## src/rtl/systolic_skew_feeder_pkg.sv

```systemverilog
// Shared definitions for the systolic feeder, controller and PE array.
// Latency: n/a (package only).
// Backpressure: n/a (package only).
//
// Holds the default array geometry so all three blocks agree on lane count
// and element width, plus the 2-bit feeder FSM state encoding.
package systolic_skew_feeder_pkg;

    localparam int LANES_DEFAULT  = 10;
    localparam int DATA_W_DEFAULT = 8;

    typedef enum logic [1:0] {
        IDLE   = 2'b00,
        ACTIVE = 2'b01,
        DRAIN  = 2'b10
    } feeder_state_e;

    // Drain counter must hold LANES-1; a single lane still needs one bit.
    function automatic int drain_cnt_width(input int lanes);
        int w;
        w = $clog2(lanes);
        return (w < 1) ? 1 : w;
    endfunction

endpackage

```

## src/rtl/systolic_skew_feeder_delay.sv

```systemverilog
// Fixed-depth shift register used to skew one lane of the feeder.
// Latency: DEPTH cycles; DEPTH=0 is a plain wire.
// Backpressure: none; every stage shifts every cycle, clr_i zeroes all stages.
//
// Ports:
//   clk_i, rst_ni : clock, asynchronous active-low reset
//   clr_i         : synchronous clear of every stage
//   d_i / q_o     : WIDTH-bit input and DEPTH-cycle delayed output
module skew_delay_line #(
    parameter int DEPTH = 1,
    parameter int WIDTH = 9
) (
    input  logic             clk_i,
    input  logic             rst_ni,
    input  logic             clr_i,
    input  logic [WIDTH-1:0] d_i,
    output logic [WIDTH-1:0] q_o
);

    if (DEPTH == 0) begin : g_wire
        // No storage: clock, reset and clear have nothing to act on.
        logic unused_ctrl;
        assign unused_ctrl = &{1'b0, clk_i, rst_ni, clr_i};
        assign q_o = d_i;
    end else begin : g_stages
        logic [WIDTH-1:0] stage_q [DEPTH];
        logic [WIDTH-1:0] stage_d [DEPTH];

        always_comb begin
            for (int i = 0; i < DEPTH; i++) begin
                stage_d[i] = '0;
            end
            if (!clr_i) begin
                stage_d[0] = d_i;
                for (int i = 1; i < DEPTH; i++) begin
                    stage_d[i] = stage_q[i-1];
                end
            end
        end

        always_ff @(posedge clk_i or negedge rst_ni) begin
            if (!rst_ni) begin
                for (int i = 0; i < DEPTH; i++) begin
                    stage_q[i] <= '0;
                end
            end else begin
                for (int i = 0; i < DEPTH; i++) begin
                    stage_q[i] <= stage_d[i];
                end
            end
        end

        assign q_o = stage_q[DEPTH-1];
    end

endmodule

```

## src/rtl/systolic_skew_feeder.sv

```systemverilog
// Triangular skew feeder between a global-buffer read port and the PE array edge.
// Latency: lane k output is the ingress sample from k+1 cycles earlier (1..LANES).
// Backpressure: none; the pipeline never stalls, bubbles travel as invalid zeros.
//
// Ports:
//   clk_i, rst_ni : clock, asynchronous active-low reset
//   ensys_i       : controller systolic enable, high while a batch streams
//   bubble_i      : inject an invalid zero sample this cycle
//   clr_i         : synchronous clear of all stages and FSM state
//   data_i        : LANES x DATA_W buffer word, lane k at [k*DATA_W +: DATA_W]
//   data_o        : skewed lanes, zero whenever the lane is not valid
//   valid_o       : per-lane real-sample flag
//   busy_o        : FSM in ACTIVE or DRAIN
//   drained_o     : single-cycle pulse in the last DRAIN cycle
module systolic_skew_feeder
    import systolic_skew_feeder_pkg::*;
#(
    parameter int LANES  = LANES_DEFAULT,
    parameter int DATA_W = DATA_W_DEFAULT
) (
    input  logic                    clk_i,
    input  logic                    rst_ni,
    input  logic                    ensys_i,
    input  logic                    bubble_i,
    input  logic                    clr_i,
    input  logic [LANES*DATA_W-1:0] data_i,
    output logic [LANES*DATA_W-1:0] data_o,
    output logic [LANES-1:0]        valid_o,
    output logic                    busy_o,
    output logic                    drained_o
);

    localparam int CNT_W = drain_cnt_width(LANES);
    // Each stage carries {valid, value} so both travel in lockstep.
    localparam int SMP_W = DATA_W + 1;

    // ------------------------------------------------------------------
    // Ingress register: one {valid, value} per lane
    // ------------------------------------------------------------------
    logic             sample_vld;
    logic [SMP_W-1:0] ing_d [LANES];
    logic [SMP_W-1:0] ing_q [LANES];
    logic [SMP_W-1:0] lane_q [LANES];

    // A clear discards this cycle's sample as well as everything queued.
    assign sample_vld = ensys_i & ~bubble_i & ~clr_i;

    always_comb begin
        for (int k = 0; k < LANES; k++) begin
            ing_d[k] = '0;
            if (sample_vld) begin
                ing_d[k] = {1'b1, data_i[k*DATA_W +: DATA_W]};
            end
        end
    end

    always_ff @(posedge clk_i or negedge rst_ni) begin
        if (!rst_ni) begin
            for (int k = 0; k < LANES; k++) begin
                ing_q[k] <= '0;
            end
        end else begin
            for (int k = 0; k < LANES; k++) begin
                ing_q[k] <= ing_d[k];
            end
        end
    end

    // ------------------------------------------------------------------
    // Per-lane skew: lane k adds k stages after the ingress register
    // ------------------------------------------------------------------
    for (genvar k = 0; k < LANES; k++) begin : g_lane
        skew_delay_line #(
            .DEPTH (k),
            .WIDTH (SMP_W)
        ) u_delay (
            .clk_i  (clk_i),
            .rst_ni (rst_ni),
            .clr_i  (clr_i),
            .d_i    (ing_q[k]),
            .q_o    (lane_q[k])
        );

        assign valid_o[k] = lane_q[k][DATA_W];
        // Masked so the PEs never see a stale value on an invalid lane.
        assign data_o[k*DATA_W +: DATA_W] =
            lane_q[k][DATA_W] ? lane_q[k][DATA_W-1:0] : '0;
    end

    // ------------------------------------------------------------------
    // Batch FSM
    // ------------------------------------------------------------------
    feeder_state_e    state_q, state_d;
    logic [CNT_W-1:0] drain_cnt_q, drain_cnt_d;
    logic             drained_d;

    // DRAIN lasts LANES-1 cycles: exactly the time the deepest lane needs
    // to flush its queued samples after the last ingress word.
    always_comb begin
        state_d     = state_q;
        drain_cnt_d = drain_cnt_q;
        drained_d   = 1'b0;

        if (clr_i) begin
            state_d     = IDLE;
            drain_cnt_d = '0;
        end else begin
            case (state_q)
                IDLE: begin
                    if (ensys_i) begin
                        state_d = ACTIVE;
                    end
                end
                ACTIVE: begin
                    if (!ensys_i) begin
                        state_d     = DRAIN;
                        drain_cnt_d = CNT_W'(LANES - 1);
                    end
                end
                DRAIN: begin
                    if (ensys_i) begin
                        // New batch joins behind the queued samples.
                        state_d = ACTIVE;
                    end else begin
                        if (drain_cnt_q != '0) begin
                            drain_cnt_d = drain_cnt_q - CNT_W'(1);
                        end
                        if (drain_cnt_d == '0) begin
                            state_d   = IDLE;
                            drained_d = 1'b1;
                        end
                    end
                end
                default: begin
                    state_d     = IDLE;
                    drain_cnt_d = '0;
                end
            endcase
        end
    end

    always_ff @(posedge clk_i or negedge rst_ni) begin
        if (!rst_ni) begin
            state_q     <= IDLE;
            drain_cnt_q <= '0;
        end else begin
            state_q     <= state_d;
            drain_cnt_q <= drain_cnt_d;
        end
    end

    assign busy_o    = (state_q != IDLE);
    assign drained_o = drained_d;

endmodule

```

## config.mk

```make
export PLATFORM = sky130hd
export DESIGN_NAME = systolic_skew_feeder
export DESIGN_NICKNAME = d
export VERILOG_FILES = /design/src/rtl/systolic_skew_feeder_pkg.sv /design/src/rtl/systolic_skew_feeder_delay.sv /design/src/rtl/systolic_skew_feeder.sv
export SDC_FILE = /design/constraint.sdc
export NUM_CORES = 1
export LEC_CHECK = 0
export ABC_AREA = 0
export CORE_ASPECT_RATIO = 1.1
export CORE_MARGIN = 4
export CORE_UTILIZATION = 58
export CTS_BUF_LIST = sky130_fd_sc_hd__clkbuf_4 sky130_fd_sc_hd__clkbuf_8
export CTS_CLUSTER_DIAMETER = 150
export DETAILED_ROUTE_END_ITERATION = 10
export HOLD_SLACK_MARGIN = 0.15
export PLACE_DENSITY = 0.89
export SYNTH_ARGS = -nofsm -noshare
export SYNTH_HDL_FRONTEND = slang
export SYNTH_SLANG_ARGS = --single-unit
```

## constraint.sdc

```tcl
create_clock -name clk_i -period 2 [get_ports clk_i]
set_clock_uncertainty 0.05 [all_clocks]
set_input_delay 0.4 -clock clk_i [delete_from_list [all_inputs] [get_ports clk_i]]
set_output_delay 0.4 -clock clk_i [all_outputs]
set_load 0.01 [all_outputs]
```

==> out/qor.csv <==
metric,value,unit
synthCells,1094,
status,"complete, but fails checks",
avgSynthCellArea,14.0,µm²
ir_worst_vdd,598,µV
utilization,73.5,%
grt-ovfl-total,0,
clk_path_buf_depth,3,
syn-cell-area,15300,µm²
yosys_warnings,0,
crit_path_max_fanout,3,
hold_viol,0,
finalCritPeriodShare,113,%
power_density,958,nW/µm²
path_buf_inv,2,
finalSetupViolations,1,
violations,negative setup slack,
period_minus_slack,2270,ps
grt_max_degree,151,
crit_path_start_kind,flip-flop,
multiInputGateArea,3680,µm²
ant_nets,0,
async_reset_ff_share,100,%
via_count,8015,
ctsRootBufferMaster,clkbuf_8,
globalRouteTotalUtil,17.6,%
synth_nets,1184,
yosysSeqAreaShare,74.4,%
dp_hpwl,14000,µm
max_stage_delay,400,ps
port_buffers,176,
first_pass_iters,4,
wl_per_cell,13.8,µm
h-tree-depth,3,
slew_viol_final,0,
post-route-drc-count,0,
worstMarginPinSlew,681,ps
netlist.area_leader.share,74.4,%
n_fill_cell,1694,
crit_chain,"inv_2, ha_4, and2b_2, nand3_2, a211oi_2, buf_2",
cellLeakagePower,9.72,nW
place.gp.congestion,0.795,
rsz0062_at_grt,yes,
max_freq,441,MHz
yosysUniqueCellTypes,28,
initial_utilization,58.8,%
first_global_vias,8672,
r2r_start,drain_cnt_q[0],
cts_tree,done,
end_kind,output pin,
cts.clk_slew.worst_paths,60,ps
coreArea,26100,µm²
die_area,29100,µm²
synth_seq_cells,456,
ios,177,
post-place-ws,-270,ps
synthTopCellsByArea,"dfrtp_1 (74%), nor2b_1 (15%), and2_1 (6.5%), clkbuf_1 (1.1%), buf_4 (0.54%)",
die_x,163,µm
maxCapViolations,0,
syn2layout_area_growth,24.9,%
routed_wl,24100,µm
clock-sinks,456,
routed_via_density,4.59,
synth_edf_count,0,
arrival,1820,ps
cpMaxStageDelayCell,dfrtp_1,
rows,62,
cts_buffers,68,
nets,1430,
setup_ws,-266,ps
antenna_found_initial,1,
critical_path_required,1550,ps
final-seq-area,11400,µm²
critPathLaunch,drain_cnt_q[0],
grt_pass1_wl,40800,µm
hp-class,in -> async,
cpLargestDelayFamily,flip-flops,
synth_flop_cell,dfrtp_1,
dieHeight,178,µm
critPathKind,reg -> out,
synth_top_area_cell,dfrtp_1,
slew_headroom,54.6,%
drtIter0Drc,256,
clock_latency,560,ps
layout-drive-gt1-share,18.2,%
==> metal layers <==
| layer | share of wire, % | up-vias | GRT usage [%] |
|---|---|---|---|
| li1 | - | 3813 | - |
| met5 | 0 | - | 0 |
| met3 | 8.4 | 49 | 6.93 |
| met2 | 54 | 216 | 31.4 |
| met1 | 35 | 3937 | 18.9 |
| met4 | 2.4 | 0 | 6.50 |
==> through the flow <==
stage               instance area (µm²)  std cells  TNS, ps  total power, mW  hold WS (ps)
floorplan                         15300       1094        0             9.94          54.4
global placement                  17500       1584     -272             10.4           231
detailed placement                17500       1584     -413             10.5           232
CTS                               19200       1735     -270             18.5           214
global route                      19100       1746     -379             19.2           234
finish                            19100       1746     -266             18.4           247
==> state kept, by name (all words and copies together) (netlist names) <==
signal                           count
ing_q                               81
drain_cnt_q                          4
g_lane.u_delay.g_stages.stage_q    288
state_q                              2
g_lane.u_delay.q_o                  81
==> repair_timing <==
item | CTS | global route
setup buffers | 27 | 10
resized for setup | 176 | 81
endpoints found under the hold margin | 456 | 0
pin swaps | 3 | 4
hold buffers | 1 | 0
endpoints found under the setup margin | 92 | 72
==> worst paths after layout <==
check	endpoint	slack, ps	cells past startpoint
worst max-delay path	drained_o	-270	6
worst min-delay path	ing_q[59]	250	2
worst max register to register	state_q[0]	100	8
worst min register to register	g_lane[5].u_delay.q_o[4]	400	1
max in group asynchronous	g_lane[5].u_delay.q_o[8]	840	3
min in group clk_i	ing_q[11]	350	2
==> final cells by class <==
| type | instances | share of cell area, % |
|---|---|---|
| timing repair buffer | 236 | 10.9 |
| sequential | 456 | 59.7 |
| clock inverter | 7 | 0.516 |
| antenna | 1 | 0.0131 |
| tap | 352 | 2.30 |
| clock buffer | 116 | 7.26 |
| inverter | 7 | 0.150 |
| multi-input combinational | 571 | 19.2 |
==> cells in the final DEF, fill, tap and decap left out, types with 3 or more instances in the layout <==
cell,synthesis,routed
buf_12,0,8
ha_1,5,3
nor2b_1,370,370
nand2_1,3,3
nor2_1,4,4
dfrtp_2,0,10
dlygate4sd2_1,0,15
buf_4,11,44
clkbuf_2,0,40
inv_1,7,3
inv_2,0,3
and2_1,160,160
clkdlybuf4s15_1,0,32
clkbuf_8,0,83
nor3_1,3,3
buf_2,4,9
clkbuf_4,0,33
clkdlybuf4s50_1,0,82
clkinvlp_4,0,4
dfrtp_1,456,446
==> cells in the mapped netlist (2+ instances only) <==
master and n:
dfrtp_1 456, nor2b_1 370, and2_1 160, clkbuf_1 45, buf_4 11, inv_1 7, ha_1 5, buf_2 4
nor2_1 4, nand2_1 3, nand3_1 3, nor3_1 3, o21ai_0 3, a211oi_1 2, a21oi_1 2, a31oi_1 2
a32o_1 2, nand2b_1 2
==> worst reg2reg max path, stage by stage, from the launching register on <==
cell	delay, ps
dfrtp_1	400
inv_2	100
ha_4	150
and2b_2	170
nand3_2	80
buf_4	140
buf_4	130
a31oi_2	210
mux2_1	350
==> where the power goes <==
| part | switching, mW | internal (mW) |
|---|---|---|
| sequential | 0.0399 | 9.34 |
| combinational | 0.623 | 0.529 |
| clock | 3.19 | 4.63 |
==> logic make-up (layout without fill, tap and decap cells) <==
logic type / Yosys count / in the layout / share of synthesized area, %
XOR/XNOR: 1 / 1 / 0.0572
buffers and inverters: 67 / 366 / 1.94
other: 0 / 1 / 0
AO/OA/AOI/OAI: 14 / 14 / 0.620
flip-flops: 456 / 456 / 74.4
multiplexers: 3 / 3 / 0.212
adder cells (fa/ha/maj): 5 / 5 / 0.408
AND/OR/NAND/NOR: 548 / 548 / 22.3
Power figures use the tool's default switching activity.
